<file path="src/rtl/l2_bridge_pkg.sv">
// Shared types and constants for the L2 burst bridge: FSM states,
// beat-count type and the fixed byte-enable / address-step values.
package l2_bridge_pkg;

   typedef enum logic [2:0] {
      ST_IDLE  = 3'd0,
      ST_WRITE = 3'd1,
      ST_READ  = 3'd2,
      ST_DRAIN = 3'd3,
      ST_ERROR = 3'd4
   } bridge_state_t;

   // Holds 1..256 beats, so one bit wider than the command length field.
   typedef logic [8:0] beat_cnt_t;

   localparam logic [3:0]  BE_ALL   = 4'hF;
   localparam logic [31:0] ADDR_INC = 32'd4;

   // Command length is encoded as beats minus one.
   function automatic beat_cnt_t len_to_beats(input logic [7:0] len);
      return beat_cnt_t'({1'b0, len}) + 9'd1;
   endfunction

endpackage

</file>
<file path="src/rtl/l2_bridge_rd_fifo.sv">
// Read-return buffer: circular FIFO with occupancy count. A push and a
// pop in the same cycle are both honoured when the buffer is full.
module l2_bridge_rd_fifo #(
   parameter int DEPTH = 4,
   parameter int WIDTH = 32,
   localparam int AW = $clog2(DEPTH),
   localparam int CW = AW + 1
) (
   input  logic             clk_i,
   input  logic             rst_i,
   input  logic             push_i,
   input  logic [WIDTH-1:0] din_i,
   input  logic             pop_i,
   output logic [WIDTH-1:0] dout_o,
   output logic             empty_o,
   output logic [CW-1:0]    count_o
);

   logic [WIDTH-1:0] mem_r [DEPTH];
   logic [AW-1:0]    wptr_r;
   logic [AW-1:0]    rptr_r;
   logic [CW-1:0]    count_r;
   logic             do_pop_s;
   logic             do_push_s;

   assign do_pop_s  = pop_i & (count_r != CW'(0));
   assign do_push_s = push_i & ((count_r != CW'(DEPTH)) | do_pop_s);

   assign dout_o  = mem_r[rptr_r];
   assign empty_o = (count_r == CW'(0));
   assign count_o = count_r;

   // Pointer and occupancy bookkeeping.
   always_ff @(posedge clk_i) begin
      if (rst_i) begin
         wptr_r  <= AW'(0);
         rptr_r  <= AW'(0);
         count_r <= CW'(0);
      end else begin
         if (do_push_s) begin
            wptr_r <= wptr_r + AW'(1);
         end
         if (do_pop_s) begin
            rptr_r <= rptr_r + AW'(1);
         end
         case ({do_push_s, do_pop_s})
            2'b10:   count_r <= count_r + CW'(1);
            2'b01:   count_r <= count_r - CW'(1);
            default: count_r <= count_r;
         endcase
      end
   end

   // Storage array; contents need no reset because the count gates validity.
   always_ff @(posedge clk_i) begin
      if (do_push_s) begin
         mem_r[wptr_r] <= din_i;
      end
   end

endmodule

</file>
<file path="src/rtl/l2_burst_bridge.sv">
// Bridges burst commands from the JTAG-side access engine onto the L2
// TCDM port: one request per beat, credit-limited reads into a small
// return buffer, and a one-cycle error pulse for misaligned commands.
module l2_burst_bridge
   import l2_bridge_pkg::*;
#(
   parameter int ADDR_WIDTH    = 32,
   parameter int DATA_WIDTH    = 32,
   parameter int RD_FIFO_DEPTH = 4
) (
   input  logic                  clk_i,
   input  logic                  rst_i,
   input  logic                  cmd_valid_i,
   output logic                  cmd_ready_o,
   input  logic [ADDR_WIDTH-1:0] cmd_addr_i,
   input  logic                  cmd_we_i,
   input  logic [7:0]            cmd_len_i,
   input  logic                  wdata_valid_i,
   output logic                  wdata_ready_o,
   input  logic [DATA_WIDTH-1:0] wdata_i,
   output logic                  rdata_valid_o,
   input  logic                  rdata_ready_i,
   output logic [DATA_WIDTH-1:0] rdata_o,
   output logic                  mem_req_o,
   input  logic                  mem_gnt_i,
   output logic [ADDR_WIDTH-1:0] mem_addr_o,
   output logic                  mem_we_o,
   output logic [3:0]            mem_be_o,
   output logic [DATA_WIDTH-1:0] mem_wdata_o,
   input  logic                  mem_rvalid_i,
   input  logic [DATA_WIDTH-1:0] mem_rdata_i,
   output logic                  busy_o,
   output logic                  err_o
);

   localparam int CW    = $clog2(RD_FIFO_DEPTH) + 1;
   localparam int SUM_W = CW + 1;

   bridge_state_t         state_r;
   bridge_state_t         state_s;
   logic [ADDR_WIDTH-1:0] addr_r;
   beat_cnt_t             beats_r;
   logic [CW-1:0]         outst_r;

   logic [CW-1:0]         fifo_count_s;
   logic                  fifo_empty_s;
   logic [SUM_W-1:0]      credit_sum_s;
   logic                  credit_s;
   logic                  grant_s;
   logic                  last_beat_s;
   logic                  accept_s;
   logic                  rsp_push_s;
   logic                  rd_issue_s;

   assign credit_sum_s = SUM_W'(outst_r) + SUM_W'(fifo_count_s);
   assign credit_s     = (credit_sum_s < SUM_W'(RD_FIFO_DEPTH));
   assign grant_s      = mem_req_o & mem_gnt_i;
   assign last_beat_s  = (beats_r == 9'd1);
   assign accept_s     = cmd_valid_i & (state_r == ST_IDLE);
   assign rd_issue_s   = grant_s & (state_r == ST_READ);
   assign rsp_push_s   = mem_rvalid_i & ((state_r == ST_READ) | (state_r == ST_DRAIN));
   assign mem_addr_o   = addr_r;
   assign rdata_valid_o = ~fifo_empty_s;

   // State register.
   always_ff @(posedge clk_i) begin
      if (rst_i) begin
         state_r <= ST_IDLE;
      end else begin
         state_r <= state_s;
      end
   end

   // Next-state decode and memory/stream handshake outputs.
   always_comb begin
      state_s       = state_r;
      cmd_ready_o   = 1'b0;
      mem_req_o     = 1'b0;
      mem_we_o      = 1'b0;
      mem_be_o      = 4'h0;
      mem_wdata_o   = '0;
      wdata_ready_o = 1'b0;
      busy_o        = 1'b1;
      err_o         = 1'b0;
      case (state_r)
         ST_IDLE: begin
            cmd_ready_o = 1'b1;
            busy_o      = 1'b0;
            if (cmd_valid_i) begin
               if (cmd_addr_i[1:0] != 2'b00) begin
                  state_s = ST_ERROR;
               end else if (cmd_we_i) begin
                  state_s = ST_WRITE;
               end else begin
                  state_s = ST_READ;
               end
            end else begin
               state_s = ST_IDLE;
            end
         end
         ST_WRITE: begin
            // Write data flows straight through; one beat per grant.
            mem_req_o     = wdata_valid_i;
            mem_we_o      = 1'b1;
            mem_be_o      = BE_ALL;
            mem_wdata_o   = wdata_i;
            wdata_ready_o = wdata_valid_i & mem_gnt_i;
            if (wdata_valid_i & mem_gnt_i & last_beat_s) begin
               state_s = ST_IDLE;
            end else begin
               state_s = ST_WRITE;
            end
         end
         ST_READ: begin
            // Only request when a buffer slot is guaranteed for the response.
            mem_req_o = credit_s;
            mem_be_o  = BE_ALL;
            if (credit_s & mem_gnt_i & last_beat_s) begin
               state_s = ST_DRAIN;
            end else begin
               state_s = ST_READ;
            end
         end
         ST_DRAIN: begin
            if ((outst_r == CW'(0)) & fifo_empty_s) begin
               state_s = ST_IDLE;
            end else begin
               state_s = ST_DRAIN;
            end
         end
         ST_ERROR: begin
            err_o   = 1'b1;
            state_s = ST_IDLE;
         end
         default: begin
            state_s = ST_IDLE;
         end
      endcase
   end

   // Burst address and remaining-beat counter.
   always_ff @(posedge clk_i) begin
      if (rst_i) begin
         addr_r  <= '0;
         beats_r <= 9'd0;
      end else if (accept_s) begin
         addr_r  <= cmd_addr_i;
         beats_r <= len_to_beats(cmd_len_i);
      end else if (grant_s) begin
         addr_r  <= addr_r + ADDR_WIDTH'(ADDR_INC);
         beats_r <= beats_r - 9'd1;
      end else begin
         addr_r  <= addr_r;
         beats_r <= beats_r;
      end
   end

   // Count of granted reads whose responses have not yet returned.
   always_ff @(posedge clk_i) begin
      if (rst_i) begin
         outst_r <= CW'(0);
      end else begin
         case ({rd_issue_s, rsp_push_s})
            2'b10:   outst_r <= outst_r + CW'(1);
            2'b01:   outst_r <= outst_r - CW'(1);
            default: outst_r <= outst_r;
         endcase
      end
   end

   l2_bridge_rd_fifo #(
      .DEPTH (RD_FIFO_DEPTH),
      .WIDTH (DATA_WIDTH)
   ) u_rd_fifo (
      .clk_i   (clk_i),
      .rst_i   (rst_i),
      .push_i  (rsp_push_s),
      .din_i   (mem_rdata_i),
      .pop_i   (rdata_ready_i),
      .dout_o  (rdata_o),
      .empty_o (fifo_empty_s),
      .count_o (fifo_count_s)
   );

endmodule

</file>
<file path="config.mk">
export PLATFORM = sky130hd
export DESIGN_NAME = l2_burst_bridge
export DESIGN_NICKNAME = d
export VERILOG_FILES = /design/src/rtl/l2_bridge_pkg.sv /design/src/rtl/l2_bridge_rd_fifo.sv /design/src/rtl/l2_burst_bridge.sv
export SDC_FILE = /design/constraint.sdc
export NUM_CORES = 1
export LEC_CHECK = 0
export CORE_UTILIZATION = 44
export CTS_BUF_LIST = sky130_fd_sc_hd__clkbuf_2 sky130_fd_sc_hd__clkbuf_4 sky130_fd_sc_hd__clkbuf_8
export CTS_CLUSTER_DIAMETER = 80
export DETAILED_ROUTE_END_ITERATION = 16
export PLACE_DENSITY = 0.74
export SKIP_CTS_REPAIR_TIMING = 1
export SLEW_MARGIN = 20
export SYNTH_ARGS = -nofsm -noshare
export SYNTH_HDL_FRONTEND = slang
export SYNTH_SLANG_ARGS = --single-unit
</file>
<file path="constraint.sdc">
create_clock -name clk_i -period 3.2 [get_ports clk_i]
set_input_delay 0.48 -clock clk_i [delete_from_list [all_inputs] [get_ports clk_i]]
set_output_delay 0.48 -clock clk_i [all_outputs]
set_load 0.05 [all_outputs]
</file>
==> metrics <==
status=finished clean; Clock H-tree levels=4; Clock power frac=25.7%; hpwl dp=13.3 mm; non-filler cells, final=1,057; Final Wtd Congestion=0.867; worst reg-to-reg setup slack=0.45 ns; max cap viols=0; Psw=0.00190 W; worst hold start=mem_addr_o[1]; synthesized instance count=602; TritonRoute pass-1 iters=5; crit path launch type=register; Critical Path Sink Type=primary output; # DRC=0; worst r2r path cells=6; Worst Hold Endpoint=mem_addr_o[1]; Slew Viols, Final=0; Synthesis Warnings=0; P_int=0.00398 W; max incr delay on CP=0.46 ns; Placement Setup Slack=0.514 ns; part of the cycle the worst path needs=90.7%; drt total wl=19.0 mm; Root Driver=clkbuf_8; clock sink count=184; largest net degree at the start of global routing=51; synthesized area=0.00809 mm²; Reg power frac=46.1%; area grow syn2layout=33.4%; worst-case clock buffer depth=2; switch share=32.3%; CP cell instances=ha_1, nor4_1, a32o_2, buf_4, buf_12; number of global-route vias before repair=5,919; layout cells sized above 1=18.5%; r2r endpoint=mem_addr_o[24]; Yosys reg bits=184; initial antenna violation count=1; clk_lat worst skew=0.45 ns; Std-Cell Rows=49; PD cells=545 mW/mm²; wire length of the first global-routing pass=29.9 mm; Synth area leader=edfxtp_1; part of the Yosys area used for sequential elements=61.4%; top post-synthesis cells by area=edfxtp_1, dfxtp_1, mux4_2; number of fill cells in the layout=1,370; Die Area=0.0189 mm²; core area=0.0180 mm²; top cell type's share of synthesized area=47.5%; Wirelength per Cell=17.9 µm; EDFF count, synth=128; Leak=3.66 nW; Vias/cell=5.48; clk slew on worst S/H paths=0.10 ns; Worst Path Max Fanout=20; Buf+Inv Stages, Crit Path=2; Setup violations, final=0; Comb pwr share=28.1%; Post-synth top flop=edfxtp_1; total negative setup slack=0 ns; io pins=219; commonest cells after routing, fill and taps aside=clkdlybuf4s50_1, edfxtp_1, buf_4; RSZ-0062 raised after global routing=false; fin crit period=2.90 ns; Mapped Nets=727; TritonCTS Buffers=17; Tightest Hold Check Type=reg2reg; endpoints failing hold=0; Total GRT Usage=20.8%; Reg-to-Reg Start=u_rd_fifo.count_o[2]; Sequential cell area=0.00497 mm²; multi-input logic area=0.00292 mm²; Placed Cells=1,024; worst hold stages=2; Routed Antenna Nets=0; die height=138 µm; cell family with most CP delay=flip-flops; max_slew headroom=57.6%; starting density of the core=45.0%; IO buf count=218; CP Depth=5; post-synthesis cell type count=48; Die X=138 µm; routed via count=5,794; CTS tree=done; Fmax=0.345 GHz; GRT overflow=0; Crit Path Class=reg2out; clock skew=0.0137 ns; initial drt markers=331; most common cell after layout, fill and taps aside=clkdlybuf4s50_1; worst path arrival time=2.42 ns; Avg Cell Area, Syn=13.4 µm²; Layout Nets=939; Worst-Margin Slew=0.630 ns; Worst path slowest cell=dfxtp_1; fin worst setup slack=0.297 ns; CP Data Required Time=2.72 ns; VDD IR-drop max=0.359 mV; ys async rst share=0%
==> stage by stage <==
stage	util [%]	hold WS, ns	total power, W	instance area [µm²]
after CTS	60.1	0.474	0.00594	10800
after floorplan	-	0.475	0.00386	8090
final	60.1	0.470	0.00588	10800
after detailed placement	57.9	0.457	0.00443	10400
after global routing	60.1	0.497	0.00614	10800
after global placement	57.9	0.448	0.00441	10400
==> routing by layer <==
metal / routed length [µm] / track usage (%)
met5: 0 / 0
met4: 262 / 6.90
met3: 1400 / 5.04
met2: 9520 / 35.5
met1: 7780 / 25.7
==> sequential cells by signal (all words and copies together), names as in the netlist, named ones only <==
signal             count
u_rd_fifo.mem_r      128
mem_addr_o            32
state_r                3
u_rd_fifo.count_o      3
u_rd_fifo.wptr_r       2
u_rd_fifo.rptr_r       2
outst_r                3
beats_r                9
==> power groups by stage <==
stage	Sequential (W)	Combinational [W]	Clock, W
after CTS	0.00271	0.00167	0.00156
after floorplan	0.00286	0.00100	0
after detailed placement	0.00276	0.00167	0
after global routing	0.00273	0.00176	0.00165
after global placement	0.00276	0.00165	0
final	0.00271	0.00166	0.00151
==> final cells by class <==
| cell class | count | share of cell area [%] |
|---|---|---|
| antenna | 1 | 0.0232 |
| clock buffer | 17 | 2.17 |
| clock inverter | 15 | 1.40 |
| inverter | 13 | 0.452 |
| multi-input combinational | 368 | 27.0 |
| sequential | 184 | 46.0 |
| tap | 229 | 2.65 |
| timing repair buffer | 230 | 20.3 |
==> worst min-delay path, cell delays in order (launching register included) <==
cell     delay (ns)
dfxtp_1        0.33
nand2_1        0.05
a21oi_1        0.05
==> Yosys cell counts, types with 10 or more instances <==
cell,n
or4_1,10
inv_1,13
mux4_2,32
and3_1,10
a21oi_1,12
xor2_1,22
o21ai_0,14
edfxtp_1,128
dfxtp_1,56
nand3_1,16
a211oi_1,14
a311oi_1,16
xnor2_1,12
ha_1,11
and2_1,39
nand2_1,24
clkbuf_1,21
nand4_1,18
or3_1,11
nor2_1,51
==> cell families (layout without fill, tap and decap cells) <==
logic type                 after synthesis  after routing  synth area share, %
AOI/OAI and AO/OA                       77             77                 6.62
xor gates and xnor gates                34             34                 3.68
adders and majority gates               13             13                 2.20
buffers and inverters                   50            275                 2.64
DFF                                    184            184                 61.4
muxes                                   36             36                 9.42
other                                    0              1                    0
and+or+nand+nor                        208            208                 14.1
==> worst max-delay path by stage <==
stage | endpoint | slack (ns) | from
2_1_floorplan | mem_addr_o[28] | 0.79 | state_r[2]
3_3_place_gp | mem_addr_o[26] | 0.67 | u_rd_fifo.count_o[2]
3_5_place_dp | mem_addr_o[24] | 0.51 | u_rd_fifo.count_o[2]
4_1_cts | mem_req_o | 0.27 | u_rd_fifo.count_o[2]
5_1_grt | mem_req_o | 0.11 | u_rd_fifo.count_o[2]
6_report | mem_req_o | 0.30 | u_rd_fifo.count_o[2]
Power figures use the tool's default switching activity.
